**src/rtl/mips_imem_loader_pkg.sv**
```systemverilog
// Shared types and constants for the MIPS instruction-memory boot loader.
package mips_loader_pkg;

  typedef enum logic [2:0] {
    IDLE,
    LOAD,
    CHECK,
    DONE,
    ERR
  } loader_state_t;

  localparam logic [5:0]  HLT_OPCODE       = 6'h3f;
  localparam logic [31:0] HLT_WORD_DEFAULT = {HLT_OPCODE, 26'd0};
  localparam int          WORD_BYTES       = 4;

  function automatic logic is_hlt(input logic [31:0] w, input logic [31:0] hlt);
    return w == hlt;
  endfunction

endpackage

```
**src/rtl/mips_imem_loader_if.sv**
```systemverilog
// Byte-stream input and instruction-memory write port of the boot loader.
// master = loader side, slave = stream source / memory side.
interface mips_imem_loader_if #(
  parameter int ADDR_W = 10
);
  logic [7:0]        s_data;
  logic              s_valid;
  logic              s_ready;
  logic              mem_we;
  logic [ADDR_W-1:0] mem_addr;
  logic [31:0]       mem_wdata;

  modport master (
    input  s_data, s_valid,
    output s_ready, mem_we, mem_addr, mem_wdata
  );

  modport slave (
    output s_data, s_valid,
    input  s_ready, mem_we, mem_addr, mem_wdata
  );
endinterface

```
**src/rtl/mips_word_assembler.sv**
```systemverilog
// Packs accepted bytes big-endian into 32-bit words; word_valid pulses the cycle
// after the last byte, and word holds until the next word completes.
module mips_word_assembler
  import mips_loader_pkg::*;
(
  input  logic        clk1,
  input  logic        rst_n,
  input  logic        clr,
  input  logic        byte_valid,
  input  logic [7:0]  byte_data,
  output logic        word_valid,
  output logic [31:0] word
);

  localparam logic [1:0] LAST_IDX = 2'(WORD_BYTES - 1);

  logic [23:0] shift_reg;
  logic [1:0]  idx_reg;
  logic [31:0] word_reg;
  logic        valid_reg;

  always_ff @(posedge clk1 or negedge rst_n) begin
    if (!rst_n) begin
      shift_reg <= '0;
      idx_reg   <= '0;
      word_reg  <= '0;
      valid_reg <= 1'b0;
    end else begin
      valid_reg <= 1'b0;
      if (clr) begin
        shift_reg <= '0;
        idx_reg   <= '0;
      end else if (byte_valid) begin
        shift_reg <= {shift_reg[15:0], byte_data};
        idx_reg   <= idx_reg + 1'b1;
        if (idx_reg == LAST_IDX) begin
          word_reg  <= {shift_reg, byte_data};
          valid_reg <= 1'b1;
        end
      end
    end
  end

  assign word_valid = valid_reg;
  assign word       = word_reg;

endmodule

```
**src/rtl/mips_imem_loader.sv**
```systemverilog
// Boot loader: streams bytes into instruction memory from address 0 up to the HLT word,
// then releases the core. Optional trailing checksum byte: define LOADER_CHECKSUM_EN.
module mips_imem_loader
  import mips_loader_pkg::*;
#(
  parameter int          ADDR_W    = 10,
  parameter int          MAX_WORDS = 1 << ADDR_W,
  parameter logic [31:0] HLT_WORD  = HLT_WORD_DEFAULT
) (
  input  logic                   clk1,
  input  logic                   rst_n,
  input  logic                   start,
  mips_imem_loader_if.master     bus,
  output logic [ADDR_W:0]        word_count,
  output logic                   busy,
  output logic                   core_run,
  output logic                   err
);

  localparam logic [ADDR_W:0] MAX_CNT = (ADDR_W + 1)'(MAX_WORDS);

  loader_state_t     state_reg, state_next;
  logic [ADDR_W:0]   count_reg;
  logic [ADDR_W-1:0] addr_hold_reg;
  logic              core_run_reg, err_reg;
  logic              clr, byte_acc, word_valid;
  logic [31:0]       word;

  // The write cycle blocks the stream so the assembler never overruns its output word.
  assign bus.s_ready = ((state_reg == LOAD) || (state_reg == CHECK)) && !word_valid;
  assign byte_acc    = bus.s_valid && bus.s_ready;

  mips_word_assembler u_asm (
    .clk1       (clk1),
    .rst_n      (rst_n),
    .clr        (clr),
    .byte_valid (byte_acc && (state_reg == LOAD)),
    .byte_data  (bus.s_data),
    .word_valid (word_valid),
    .word       (word)
  );

  assign bus.mem_we    = word_valid;
  assign bus.mem_wdata = word;
  assign bus.mem_addr  = word_valid ? count_reg[ADDR_W-1:0] : addr_hold_reg;

`ifdef LOADER_CHECKSUM_EN
  localparam loader_state_t AFTER_HLT = CHECK;
  logic [7:0] xor_reg;

  always_ff @(posedge clk1 or negedge rst_n) begin
    if (!rst_n) begin
      xor_reg <= '0;
    end else if (clr) begin
      xor_reg <= '0;
    end else if (byte_acc && (state_reg == LOAD)) begin
      xor_reg <= xor_reg ^ bus.s_data;
    end
  end
`else
  localparam loader_state_t AFTER_HLT = DONE;
`endif

  always_comb begin
    state_next = state_reg;
    clr        = 1'b0;
    case (state_reg)
      IDLE, DONE, ERR: begin
        if (start) begin
          state_next = LOAD;
          clr        = 1'b1;
        end
      end
      LOAD: begin
        if (word_valid) begin
          if (is_hlt(word, HLT_WORD)) begin
            state_next = AFTER_HLT;
          end else if (count_reg == MAX_CNT - 1'b1) begin
            state_next = ERR;
          end
        end
      end
`ifdef LOADER_CHECKSUM_EN
      CHECK: begin
        if (byte_acc) begin
          state_next = (bus.s_data == xor_reg) ? DONE : ERR;
        end
      end
`endif
      default: state_next = IDLE;
    endcase
  end

  always_ff @(posedge clk1 or negedge rst_n) begin
    if (!rst_n) begin
      state_reg     <= IDLE;
      count_reg     <= '0;
      addr_hold_reg <= '0;
      core_run_reg  <= 1'b0;
      err_reg       <= 1'b0;
    end else begin
      state_reg    <= state_next;
      core_run_reg <= (state_next == DONE);
      err_reg      <= (state_next == ERR);
      if (clr) begin
        count_reg <= '0;
      end else if (word_valid && (count_reg != MAX_CNT)) begin
        count_reg <= count_reg + 1'b1;
      end
      if (word_valid) begin
        addr_hold_reg <= count_reg[ADDR_W-1:0];
      end
    end
  end

  assign word_count = count_reg;
  assign busy       = (state_reg == LOAD) || (state_reg == CHECK);
  assign core_run   = core_run_reg;
  assign err        = err_reg;

endmodule

```
**src/flat_wrapper.sv**
```systemverilog
// flat-port wrapper written by rule: the top's interface ports become plain ports
module mips_imem_loader_flat import mips_loader_pkg::*;
#(
  parameter int          ADDR_W    = 10,
  parameter int          MAX_WORDS = 1 << ADDR_W,
  parameter logic [31:0] HLT_WORD  = HLT_WORD_DEFAULT
)
  (clk1, rst_n, start, word_count, busy, core_run, err, bus_s_data, bus_s_valid, bus_s_ready, bus_mem_we, bus_mem_addr, bus_mem_wdata);
  mips_imem_loader_if #(.ADDR_W(ADDR_W)) bus_i ();
  input  logic clk1;
  input  logic rst_n;
  input  logic start;
  output logic [ADDR_W:0] word_count;
  output logic busy;
  output logic core_run;
  output logic err;
  input wire logic [$bits(bus_i.s_data)-1:0] bus_s_data;
  input wire logic [$bits(bus_i.s_valid)-1:0] bus_s_valid;
  output wire logic [$bits(bus_i.s_ready)-1:0] bus_s_ready;
  output wire logic [$bits(bus_i.mem_we)-1:0] bus_mem_we;
  output wire logic [$bits(bus_i.mem_addr)-1:0] bus_mem_addr;
  output wire logic [$bits(bus_i.mem_wdata)-1:0] bus_mem_wdata;
  assign bus_i.s_data = bus_s_data;
  assign bus_i.s_valid = bus_s_valid;
  assign bus_s_ready = bus_i.s_ready;
  assign bus_mem_we = bus_i.mem_we;
  assign bus_mem_addr = bus_i.mem_addr;
  assign bus_mem_wdata = bus_i.mem_wdata;
  mips_imem_loader #(.ADDR_W(ADDR_W), .MAX_WORDS(MAX_WORDS), .HLT_WORD(HLT_WORD)) u_core (.clk1(clk1), .rst_n(rst_n), .start(start), .bus(bus_i), .word_count(word_count), .busy(busy), .core_run(core_run), .err(err));
endmodule
```
**config.mk**
```make
export PLATFORM = sky130hd
export DESIGN_NAME = mips_imem_loader_flat
export DESIGN_NICKNAME = d
export VERILOG_FILES = /design/src/rtl/mips_imem_loader_pkg.sv /design/src/rtl/mips_imem_loader_if.sv /design/src/rtl/mips_word_assembler.sv /design/src/rtl/mips_imem_loader.sv /design/src/flat_wrapper.sv
export SDC_FILE = /design/constraint.sdc
export NUM_CORES = 1
export LEC_CHECK = 0
export CORE_ASPECT_RATIO = 0.6
export CORE_MARGIN = 10
export CORE_UTILIZATION = 37
export CTS_CLUSTER_SIZE = 25
export DETAILED_ROUTE_END_ITERATION = 6
export PLACE_DENSITY_LB_ADDON = 0.08
export SETUP_SLACK_MARGIN = 0.3
export SYNTH_ARGS = -nofsm -noshare
export SYNTH_HDL_FRONTEND = slang
export SYNTH_SLANG_ARGS = --single-unit
```
**constraint.sdc**
```tcl
create_clock -name clk1 -period 1.5 [get_ports clk1]
set_clock_uncertainty 0.1 [all_clocks]
set_input_delay 0.15 -clock clk1 [delete_from_list [all_inputs] [get_ports clk1]]
set_output_delay 0.15 -clock clk1 [all_outputs]
set_load 0.01 [all_outputs]
```
==> metrics.csv <==
metric,value,unit
drt first-iter violations,123,
reg-to-reg critical path endpoint,u_core.state_reg[2],
Post-Route Utilization,70.97,%
Mapped Area,3641,um^2
Syn Area/Cell,12.30,um^2
Clk network pwr share,17.5,%
Fillers,653,
Seq pwr share,32.0,%
register area share after synthesis,58.42,%
Min Hold Slack,0.1113,ns
slew margin rel.,77.97,%
share of synthesized registers carrying an async set or reset,100.0,%
"Hold Vio Cnt, Final",0,
Pwr Density,1792,nW/um^2
failing checks,setup timing,
Worst Path Arrival,1.86,ns
total core area,9392,um^2
antenna cell count,0,
FF-to-FF setup slack,-0.24,ns
Tmin final,1.743,ns
fin. max-slew vios,0,
PnR worst setup slack,-0.2428,ns
Initial Util,38.77,%
"area leader, netlist",dfrtp_1,
max reg flops,32,
MaxCap Viol Count,0,
I/O Pins,70,
number of nets in the layout,493,
Setup crit start kind,register,
DR vias,2927,
fmax,0.5738,GHz
IO Port Bufs,69,
"most common cell after layout, fill and taps aside",buf_6,
routability cong.,0.7961,
first-pass GRT wire length,17100,um
clk_lat worst skew,0.33,ns
Worst Path Required,1.62,ns
Synth Register Bits,85,
"Power, Total",11.95,mW
Post-Syn Instances,296,
Routed WL,11060,um
routed len/inst,18.10,um
Die Y,96.84,um
dpl cell area,5096,um^2
Combinational Power Share,50.5,%
CTS Root Cell,clkbuf_16,
Setup CP Type,reg -> reg,
Worst-path clk slew,0.06,ns
CTS buffer count,9,
Hold Path Class,in -> async,
drt via density,4.791,
most frequent cells in the layout,"121 x buf_6, 78 x dfrtp_1, 40 x mux2_4",
status,"complete, but fails checks",
CP startpoint,u_core.u_asm.word[19],
main flop type after synthesis,dfrtp_1,
"EDFF count, synth",0,
CTS sink cnt,85,
sw power,3.627,mW
Leak,3.135,nW
Mapped Nets,311,
share of post-route cells with drive strength above 1,66.32,%
Finished Cell Area,6665,um^2
fin crit share,116.2,%
P_int,8.319,mW
DR DRC count,0,
Yosys top cell area share,58.42,%
yosys warns,0,
Die Footprint,14340,um^2
Die Span X,148.1,um
worst-margin pin slew,0.3274,ns
Longest Clk Path Bufs,2,
CP Max Fanout,3,
DR pass1 iterations,4,
final setup violation count,86,
total global-route track usage,15.03,%
dominant cells by area after synthesis,"dfrtp_1 58%, mux2_4 12%, nand2_1 5.6%",
Rows,27,
"antenna viol nets, final",0,
number of H-tree levels,3,
CP Capture Type,register,
synth unique cells,37,
Layout Area Growth over Synthesis,83.06,%
largest net degree at the start of global routing,46,
RR Startpoint,u_core.u_asm.word[19],
Final TNS setup,-12.46,ns
vias in the first global route,2930,
Peak VDD IR,0.0009633,V
CTS tree,yes,
initial antenna violation count,0,
total congestion overflow,0,
worst reg-to-reg path cell count,4,
Net Sw Frac,30.36,%
Detailed Place HPWL,7066,um
unrepaired setup endpoints after global routing,true,
per-stage QoR:
step | worst slack (ns) | std cells
final | -0.2428 | 611
after detailed placement | -0.3965 | 550
after floorplan | -0.1950 | 296
after global routing | -0.2769 | 611
after global placement | -0.3725 | 550
after CTS | -0.2088 | 601
how the worst max path moves through the flow:
stage	end	slack (ns)	cells past startpoint
floorplan	u_core.u_asm.word[0]	-0.19	6
global placement	u_core.err	-0.37	5
detailed placement	u_core.state_reg[2]	-0.40	5
CTS	u_core.state_reg[2]	-0.21	4
global route	u_core.core_run	-0.28	4
finish	u_core.state_reg[2]	-0.24	4
cell usage after synthesis (2+ instances only):
| master | n |
|---|---|
| dfrtp_1 | 85 |
| nand2_1 | 54 |
| mux2_4 | 29 |
| o21ai_0 | 28 |
| mux2_2 | 14 |
| nor2_1 | 11 |
| clkbuf_1 | 7 |
| inv_1 | 5 |
| nand4_1 | 5 |
| xnor2_1 | 5 |
| xor2_1 | 5 |
| and4_1 | 4 |
| nand3_1 | 4 |
| nor4_1 | 4 |
| and3_1 | 3 |
| buf_2 | 3 |
| buf_6 | 3 |
| ha_1 | 3 |
| nor3_1 | 3 |
| a21oi_1 | 2 |
| a32o_1 | 2 |
| nor4b_1 | 2 |
worst max-delay path: stages (launching register included):
cell,delay [ns]
dfrtp_1,0.38
or4_4,0.55
nor3_4,0.25
a31oi_4,0.13
a32o_1,0.22
routing by layer:
metal / up-vias / track usage [%] / wire (um)
met5: - / 0 / 0
met4: 0 / 2.937 / 59
met3: 5 / 5.522 / 773
met2: 67 / 20.45 / 4854
met1: 1449 / 22.05 / 5372
li1: 1406 / - / -
power groups by stage:
stage,logic [mW],clock network [mW],registers [mW]
3_3_place_gp,4.40,0,3.63
5_1_grt,6.45,2.25,3.92
3_5_place_dp,4.43,0,3.65
4_1_cts,5.69,2.16,3.73
6_report,6.03,2.09,3.82
2_1_floorplan,1.61,0,3.88
final cells by class:
type / instances / area (um^2) / area share, %
flip-flops and latches: 85 / 2136 / 32.04
repair buffers: 185 / 2063 / 30.96
multi-input cells: 192 / 1999 / 30.00
clock buffers: 13 / 280.3 / 4.205
well taps: 130 / 162.7 / 2.440
inverters: 5 / 18.77 / 0.2816
clock inverters: 1 / 5.005 / 0.07509
kinds of logic after synthesis:
logic type	after synthesis	synth area share, %
AND/OR/NAND/NOR	99	13.33
flip-flops	85	58.42
multiplexers	43	16.29
AO/OA/AOI/OAI	37	5.739
buffers and inverters	19	2.784
XOR/XNOR	10	2.405
adder cells (fa/ha/maj)	3	1.031
repair_timing:
| item | in CTS | in global routing |
|---|---|---|
| pin swaps | 25 | 57 |
| gates resized for setup | 422 | 95 |
| gates cloned | 2 | 2 |
| setup endpoints to repair | 133 | 132 |
| hold buffers | 1 | 0 |
| setup buffers | 34 | 8 |
| hold endpoints to repair | 85 | 0 |
No activity file was read; power rests on OpenSTA's default activity.
